[src/rtl/stream_mux_pkg.sv]
// Shared types and constants for the N-to-1 round-robin stream multiplexer.
package stream_mux_pkg;

   typedef enum logic [0:0] {
      ST_IDLE   = 1'b0,
      ST_LOCKED = 1'b1
   } lock_state_e;

   localparam logic MODE_FIXED = 1'b0;
   localparam logic MODE_RR    = 1'b1;

endpackage

[src/rtl/stream_mux_rr_arbiter.sv]
// Combinational round-robin arbiter: first requester after ptr, wrapping at N_CH.
module rr_arbiter #(
   parameter int unsigned N_CH = 4,
   localparam int unsigned SEL_W = $clog2(N_CH)
) (
   input  logic [N_CH-1:0]  req,
   input  logic [SEL_W-1:0] ptr,
   output logic [N_CH-1:0]  gnt,
   output logic [SEL_W-1:0] gnt_idx,
   output logic             gnt_valid
);

   always_comb begin
      int unsigned idx;
      gnt       = '0;
      gnt_idx   = '0;
      gnt_valid = 1'b0;
      idx       = 0;
      // Offset 1 first, so the previous winner has lowest priority.
      for (int unsigned off = 1; off <= N_CH; off++) begin
         idx = (32'(ptr) + off) % N_CH;
         if (!gnt_valid && req[idx]) begin
            gnt_valid = 1'b1;
            gnt_idx   = SEL_W'(idx);
            gnt[idx]  = 1'b1;
         end
      end
   end

endmodule

[src/rtl/stream_mux_rr.sv]
// N-to-1 valid/ready stream mux with fixed or round-robin arbitration, packet locking
// and a single registered output stage.
module stream_mux_rr
   import stream_mux_pkg::*;
#(
   parameter int unsigned N_CH  = 4,
   parameter int unsigned WIDTH = 8,
   localparam int unsigned SEL_W = $clog2(N_CH)
) (
   input  logic                  clk,
   input  logic                  rst,
   input  logic                  mode,
   input  logic [SEL_W-1:0]      sel,
   input  logic [N_CH-1:0]       in_valid,
   input  logic [N_CH-1:0]       in_last,
   input  logic [N_CH*WIDTH-1:0] in_data,
   output logic [N_CH-1:0]       in_ready,
   output logic                  out_valid,
   output logic                  out_last,
   output logic [WIDTH-1:0]      out_data,
   output logic [SEL_W-1:0]      out_ch,
   input  logic                  out_ready
);

   lock_state_e      state_q, state_d;
   logic [SEL_W-1:0] lock_ch_q;
   logic [SEL_W-1:0] rr_ptr_q;

   logic             locked;
   logic             can_load;
   logic             grant_valid;
   logic [SEL_W-1:0] grant_idx;
   logic [N_CH-1:0]  grant_oh;
   logic [N_CH-1:0]  arb_gnt;
   logic [SEL_W-1:0] arb_idx;
   logic             arb_valid;
   logic             xfer;
   logic             xfer_last;

   rr_arbiter #(
      .N_CH (N_CH)
   ) u_arb (
      .req       (in_valid),
      .ptr       (rr_ptr_q),
      .gnt       (arb_gnt),
      .gnt_idx   (arb_idx),
      .gnt_valid (arb_valid)
   );

   assign can_load = !out_valid || out_ready;

   always_comb begin
      grant_valid = 1'b0;
      grant_idx   = '0;
      grant_oh    = '0;
      if (locked) begin
         grant_valid = 1'b1;
         grant_idx   = lock_ch_q;
         grant_oh[lock_ch_q] = 1'b1;
      end else if (mode == MODE_RR) begin
         grant_valid = arb_valid;
         grant_idx   = arb_idx;
         grant_oh    = arb_gnt;
      end else if (32'(sel) < N_CH) begin
         grant_valid = 1'b1;
         grant_idx   = sel;
         grant_oh[sel] = 1'b1;
      end
   end

   // Nothing is offered upstream while reset is held.
   assign in_ready  = (can_load && !rst) ? grant_oh : '0;
   assign xfer      = |(in_valid & in_ready);
   assign xfer_last = grant_valid && in_last[grant_idx];

   // Lock FSM: state register.
   always_ff @(posedge clk or posedge rst) begin
      if (rst) begin
         state_q   <= ST_IDLE;
         lock_ch_q <= '0;
      end else begin
         state_q <= state_d;
         if (state_q == ST_IDLE && xfer) begin
            lock_ch_q <= grant_idx;
         end
      end
   end

   // Lock FSM: next state.
   always_comb begin
      state_d = state_q;
      unique case (state_q)
         ST_IDLE:   if (xfer && !xfer_last) state_d = ST_LOCKED;
         ST_LOCKED: if (xfer && xfer_last)  state_d = ST_IDLE;
         default:   state_d = ST_IDLE;
      endcase
   end

   // Lock FSM: outputs.
   always_comb begin
      locked = (state_q == ST_LOCKED);
   end

   // Pointer moves per packet, so fairness is counted in packets.
   always_ff @(posedge clk or posedge rst) begin
      if (rst) begin
         rr_ptr_q <= SEL_W'(N_CH - 1);
      end else if (xfer && xfer_last) begin
         rr_ptr_q <= grant_idx;
      end
   end

   always_ff @(posedge clk or posedge rst) begin
      if (rst) begin
         out_valid <= 1'b0;
         out_last  <= 1'b0;
         out_data  <= '0;
         out_ch    <= '0;
      end else if (xfer) begin
         out_valid <= 1'b1;
         out_last  <= xfer_last;
         out_data  <= in_data[grant_idx*WIDTH +: WIDTH];
         out_ch    <= grant_idx;
      end else if (out_ready) begin
         out_valid <= 1'b0;
      end
   end

endmodule

[config.mk]
export PLATFORM = sky130hd
export DESIGN_NAME = stream_mux_rr
export DESIGN_NICKNAME = d
export VERILOG_FILES = /design/src/rtl/stream_mux_pkg.sv /design/src/rtl/stream_mux_rr_arbiter.sv /design/src/rtl/stream_mux_rr.sv
export SDC_FILE = /design/constraint.sdc
export NUM_CORES = 1
export LEC_CHECK = 0
export BUFFER_PORTS_ARGS = -buffer_cell sky130_fd_sc_hd__buf_2
export CORE_MARGIN = 1
export CORE_UTILIZATION = 30
export DETAILED_ROUTE_END_ITERATION = 10
export SETUP_SLACK_MARGIN = 0.4
export SKIP_CTS_REPAIR_TIMING = 1
export SLEW_MARGIN = 25
export SYNTH_ARGS = -nofsm -noshare
export SYNTH_HDL_FRONTEND = slang
export SYNTH_HIERARCHICAL = 1
export SYNTH_SLANG_ARGS = --single-unit
[constraint.sdc]
create_clock -name clk -period 11.38 [get_ports clk]
set_input_delay 1.138 -clock clk [delete_from_list [all_inputs] [get_ports clk]]
set_output_delay 1.138 -clock clk [all_outputs]
set_load 0.03 [all_outputs]
### Yosys cells after proc, flatten, opt, wreduce, memory -nomap -nowiden

Index checks and enable logic that the tools add are counted.

* shifts and indexed selects: 1
* reduce and logical (&&, ||, !) cells: 23
* multiplexer cells: 46
* add/subtract/negate cells: 4
* bitwise logic cells: 5
* order comparisons: 13

Operators with widths (number)
* 32-bit by 6-bit variable part select with 8-bit output: 1
* 4-bit two-way mux: 7
* 2-bit by 3-bit < comparator with 1-bit output, second input constant: 7
* 1-bit two-way mux: 21
* 1-bit logical AND: 14
* 1-bit demux with 2-bit select: 6
* 2-bit by 1-bit greater-or-equal comparator with 1-bit output, second input constant: 6
* 2-bit two-way mux: 6
* 4-bit bitwise OR: 3
* 1-bit binary-select mux with 2-bit select: 5
* 1-bit zero test: 6
* 2-bit by 1-bit adder with 2-bit output, second input constant: 2
* 2-bit adder, second input constant: 2
* 4-bit bitwise AND: 1
* 4-bit OR reduction: 1
* 1-bit case mux with 2 select lines: 1
* 2-bit nonzero test: 1
* 1-bit logical OR: 1
* 1-bit inverter: 1

* output and inout bits: 16
* flip-flop bits (word level): 17
* input port bits: 46

### Logic depth before layout (Yosys ltp)

* depth in word-level cells: 22
* depth in mapped cells: 16
* depth with buffers taken out: 12

### Hierarchy

Netlist, hierarchy kept.

Modules (own cells, without submodules)
* stream_mux_rr: sequential area each 427.9 um^2, times used 1, area an instance 1117.3 um^2, cells each 89
* rr_arbiter: sequential area each 0.0 um^2, times used 1, area an instance 629.4 um^2, cells each 86

### Worst setup path before layout

No wires, ideal clock.

* path type: input to output
* start: input in_valid[1]
* end: output in_ready[0]
* stages: 7
* arrival time: 3.324 ns
* buffers on the path: 1
* path slack: 6.918 ns
* required time: 10.242 ns
* cells stage by stage: buf_2 -> mux4_2 -> or3_1 -> a21oi_1 -> a2111o_1 -> a21oi_1 -> a2111oi_2

* longest elaborated chain between the ends: 15

Ends and longest elaborated chain
* from (decl): RTL line stream_mux_rr.sv:14 `input logic [N_CH-1:0] in_valid,`
* 1-bit binary-select mux with 2-bit select: RTL line stream_mux_rr_arbiter.sv:22 `if (!gnt_valid && req[idx]) begin`
* 1-bit two-way mux (not written as such): RTL line stream_mux_rr_arbiter.sv:22
* 1-bit two-way mux: RTL line stream_mux_rr_arbiter.sv:22
* 1-bit zero test: RTL line stream_mux_rr_arbiter.sv:22
* 1-bit logical AND: RTL line stream_mux_rr_arbiter.sv:22
* 1-bit two-way mux: RTL line stream_mux_rr_arbiter.sv:22
* 1-bit zero test: RTL line stream_mux_rr_arbiter.sv:22
* 1-bit logical AND: RTL line stream_mux_rr_arbiter.sv:22
* 1-bit two-way mux: RTL line stream_mux_rr_arbiter.sv:22
* 1-bit zero test: RTL line stream_mux_rr_arbiter.sv:22
* 1-bit logical AND: RTL line stream_mux_rr_arbiter.sv:22
* 4-bit two-way mux (*): RTL line stream_mux_rr_arbiter.sv:22
* net arb_gnt[0]: RTL line stream_mux_rr.sv:34 `logic [N_CH-1:0] arb_gnt;`
* 4-bit two-way mux (*): RTL line stream_mux_rr.sv:60 `end else if (mode == MODE_RR) begin`
* 4-bit two-way mux (*): RTL line stream_mux_rr.sv:56 `if (locked) begin`
* 4-bit two-way mux (*): RTL line stream_mux_rr.sv:72 `assign in_ready = (can_load && !rst) ? grant_oh : '0;`
* to (decl): RTL line stream_mux_rr.sv:17 `output logic [N_CH-1:0] in_ready,`

Mark *: on every way through the listed nets, which the timed path passes. The rest lies on a longest branch. The select of a mux whose other input is x is not followed.

### Worst setup path in the final report

* start: register rr_ptr_q[0]
* end: output in_ready[3]

* longest elaborated chain between the ends: 16

Ends and longest elaborated chain
* from (decl): RTL line stream_mux_rr.sv:27 `logic [SEL_W-1:0] rr_ptr_q;`
* from (signal assigned): RTL line stream_mux_rr.sv:107 `rr_ptr_q <= SEL_W'(N_CH - 1);`
* from (signal assigned): RTL line stream_mux_rr.sv:109 `rr_ptr_q <= grant_idx;`
* parallel branches: the longest is 12 deep, another holds 2-bit by 3-bit < comparator with 1-bit output
* 4-bit two-way mux (*): RTL line stream_mux_rr_arbiter.sv:22
* net arb_gnt[3]: RTL line stream_mux_rr.sv:34
* 4-bit two-way mux (*): RTL line stream_mux_rr.sv:60
* 4-bit two-way mux (*): RTL line stream_mux_rr.sv:56
* 4-bit two-way mux (*): RTL line stream_mux_rr.sv:72

Mark *: on every way through the listed nets, which the timed path passes. The select of a mux whose other input is x is not followed.

==> results.md <==
- The run finished with clean final reports.
- The number of global-route vias before repair is 1,580.
- The relative max-transition margin is 0.492.
- The number of detailed-route iterations in the first pass is 4.
- The number of synthesized register bits is 17.
- The tree is rooted in a clkbuf_8.
- The count of mapped cells out of synthesis is 175.
- Dividing the synthesized area by the synthesized cell count gives 9.98 um^2.
- Pin placement for this block handled 62 I/O pins.
- For this run, the number of standard cells in the final layout without fillers is 301.
- The fraction of layout instances using a drive strength above 1 is 0.424.
- The worst endpoint required time is 10.24 ns.
- The TritonCTS clock tree is yes.
- After detailed routing, the total wire length is 4.40 mm.
- The setup clock skew after layout is 0.00224 ns.
- Yosys mapped a number of flops with a built-in enable equal to 0.
- In the global route stage, overall resource usage came out at 0.148.
- The share of the synthesized area in the top cell type is 0.215.
- The initial DRC count is 56.
- The level count of the clock H-tree is 1.
- The count of vias placed by the detailed router is 1,637.
- The count of yosys warnings during synthesis is 6.
- After routing the design area is 2130 um^2.
- At the end of routability-driven placement, the weighted congestion stood at 0.847.
- The clock reaches the later pin of the worst-skew pair after 0.25 ns.
- In this design, the critical path's most frequently occurring cell is inv_1.
- The worst setup path is captured at a primary output.
- The final-report max-slew violation count came to 0.
- In this run the worst path has a maximum fanout of 21.
- VDD sags by at most 0.000127 V.
- The netlist uses 46 different library cells.
- In the routed layout, each cell is associated on average with a via count of 5.44.
- The worst setup path category is reg2out.
- Once routing completed, OpenROAD measured the worst setup slack at 6.67 ns.
- The initial antenna violation count is 0.
- The routed wire length per instance is 14.6 um.
- The height of the die is 78.3 um.
- Power comes to 581 uW.
- The maximum clock frequency is 212 MHz.
- After synthesis, the cell types taking the most area are dfrtp_1, mux4_2, mux2_2, ha_1, mux2i_1.
- The cell type of the slowest stage on the worst timing path is dfstp_2.
- Setup repair after global routing left no endpoint under its margin.
- The leakage component of the power is 0.951 nW.
- The total instance count after detailed placement is 297.
- The die covers 6130 um^2.
- Walking the worst path, the cells encountered are inv_1 -> ha_1 -> inv_1 -> a31oi_1 -> o31ai_1 -> a2111o_1 -> nand3b_1 -> o221ai_1 -> and2_1 -> buf_2.
- The share of the cycle needed by the critical path after routing is 0.414.
- In this run the remaining antenna-violating nets after routing total 0.
- The worst setup path is launched from a flop.
- The number of cell rows is 27.
- Of the synthesized area, sequential elements account for 0.245.
- For this configuration, the core starts out at a cell density of 0.313.
- The number of buffers on the longest clock path is 2.
- Prior to clock tree synthesis, the placed netlist has a worst setup slack of 6.79 ns.
- The layout filler cell count is 588.
- Once detailed placement completed, the half-perimeter wirelength came to 3.34 mm.
- The core area is 5570 um^2.
- The peak per-stage delay on the critical path is 0.80 ns.
- Setup violations remaining at the end of the flow were counted as 0.
- In the final design database the tool counted 284 nets.
- The arrival time of data at the critical path endpoint is 3.57 ns.
- The number of sinks handled by clock tree synthesis is 17.
- The fraction of registers with async set or reset after synthesis is 1.00.
- The number of antenna diodes is 0.
- For this design the ratio of total power to cell area is 274 nW/um^2.
- The register area is 428 um^2.
- Among all flip-flop cells after synthesis, the most frequent one is dfrtp_1.
- The cell area after placement is 2080 um^2.
- The number of buffers created by CTS is 3.
- The clock transition at the registers of the reported paths is 0.06 ns.
- The commonest cells after synthesis are dfrtp_1, inv_1, mux4_2, nand2_1, mux2_2.
- From left edge to right edge, the die measures 78.3 um.
- The tightest hold margin is 0.493 ns.
- At the pin with the least slew margin, the transition time is 0.747 ns.
- The number of remaining DRC errors is 0.
- The first-pass GRT wire length is 7.29 mm.
- The mapped netlist covers 1750 um^2.
- The post-synthesis net count is 229.
- For the final routed database, the setup TNS stands at 0 ns.
- The total congestion overflow is 0.
- The biggest area consumer among synthesized cells is dfrtp_1.
- The worst hold path belongs to the class reg2reg.
- Port buffering added 61 buffers.
- The final hold violation count is 0.
- The minimum period implied by the final worst setup slack is 4.71 ns.
- The maximum number of pins on one net before global-route repair is 22.
- The post-layout utilization of the core is 0.381.
- The area used by multi-input combinational logic is 1190 um^2.
- Across the run, the number of max-cap violations was 0.
- The area growth from synthesis to layout is 21.7%.
[final timing paths]
kind	slack, ns	to	startpoint	cells after the start
setup / recovery	6.67	in_ready[3]	rr_ptr_q[0]$_DFFE_PP1P_	10
hold / removal	0.49	out_data[4]$_DFFE_PP0P_	out_data[4]$_DFFE_PP0P_	1
setup reg to reg	7.11	lock_ch_q[1]$_DFFE_PP0P_	rr_ptr_q[0]$_DFFE_PP1P_	12
hold reg to reg	0.49	out_data[4]$_DFFE_PP0P_	out_data[4]$_DFFE_PP0P_	1
max in group asynchronous	9.96	lock_ch_q[1]$_DFFE_PP0P_	rst	2
min in group asynchronous	1.01	out_last$_DFFE_PP0P_	rst	2
[where the power goes]
group	internal [mW]	switching [mW]
combinational	0.177	0.225
sequential	0.0955	0.0413
clock	0.0242	0.0192
[worst max-delay path, delay by kind of cell (launching register included)]
kind | cells | cell delay (ns)
AO/OA/AOI/OAI | 4 | 1.05
flip-flops | 1 | 0.80
buffers and inverters | 3 | 0.60
adder cells (fa/ha/maj) | 1 | 0.56
AND/OR/NAND/NOR | 2 | 0.30
[logic make-up after synthesis]
family                   Yosys count  synth area share
AND/OR/NAND/NOR                   52             0.170
AO/OA/AOI/OAI                     39             0.175
multiplexers                      32             0.279
buffers and inverters             27            0.0745
flip-flops                        17             0.245
adder cells (fa/ha/maj)            8            0.0573
[state kept, by name (all words and copies together), names as in the netlist, named ones only]
signal / flops
out_valid: 1
out_last: 1
lock_ch_q: 2
rr_ptr_q: 2
out_ch: 2
out_data: 8
[per-layer routing]
layer	GRT usage	vias up	wire, um
li1	-	779	-
met1	0.182	777	1860
met2	0.261	75	2090
met3	0.0291	6	380
met4	0.0444	0	65
met5	0	-	0
[area by class of cell]
cell class / count / share of cell area
Clock buffer: 3 / 0.0194
Clock inverter: 1 / 0.00235
Inverter: 15 / 0.0265
Multi-Input combinational cell: 131 / 0.561
Sequential cell: 17 / 0.201
Tap cell: 72 / 0.0424
Timing Repair Buffer: 62 / 0.147
[layout by cell type (no fill, tap or decap), drive strengths merged, types with 2 or more instances in the layout]
master / n
dfrtp: 15
nor2: 8
nand2b: 4
o21ai: 5
or3: 5
mux4: 12
buf: 62
nand4: 7
nand3: 3
inv: 15
a21oi: 6
mux2i: 7
dfstp: 2
clkbuf: 3
nand2: 12
ha: 8
nand3b: 4
a2111o: 4
a31oi: 5
a211oi: 3
mux2: 13
o31ai: 4
o221ai: 2
or3b: 2
Power figures use the tool's default switching activity.
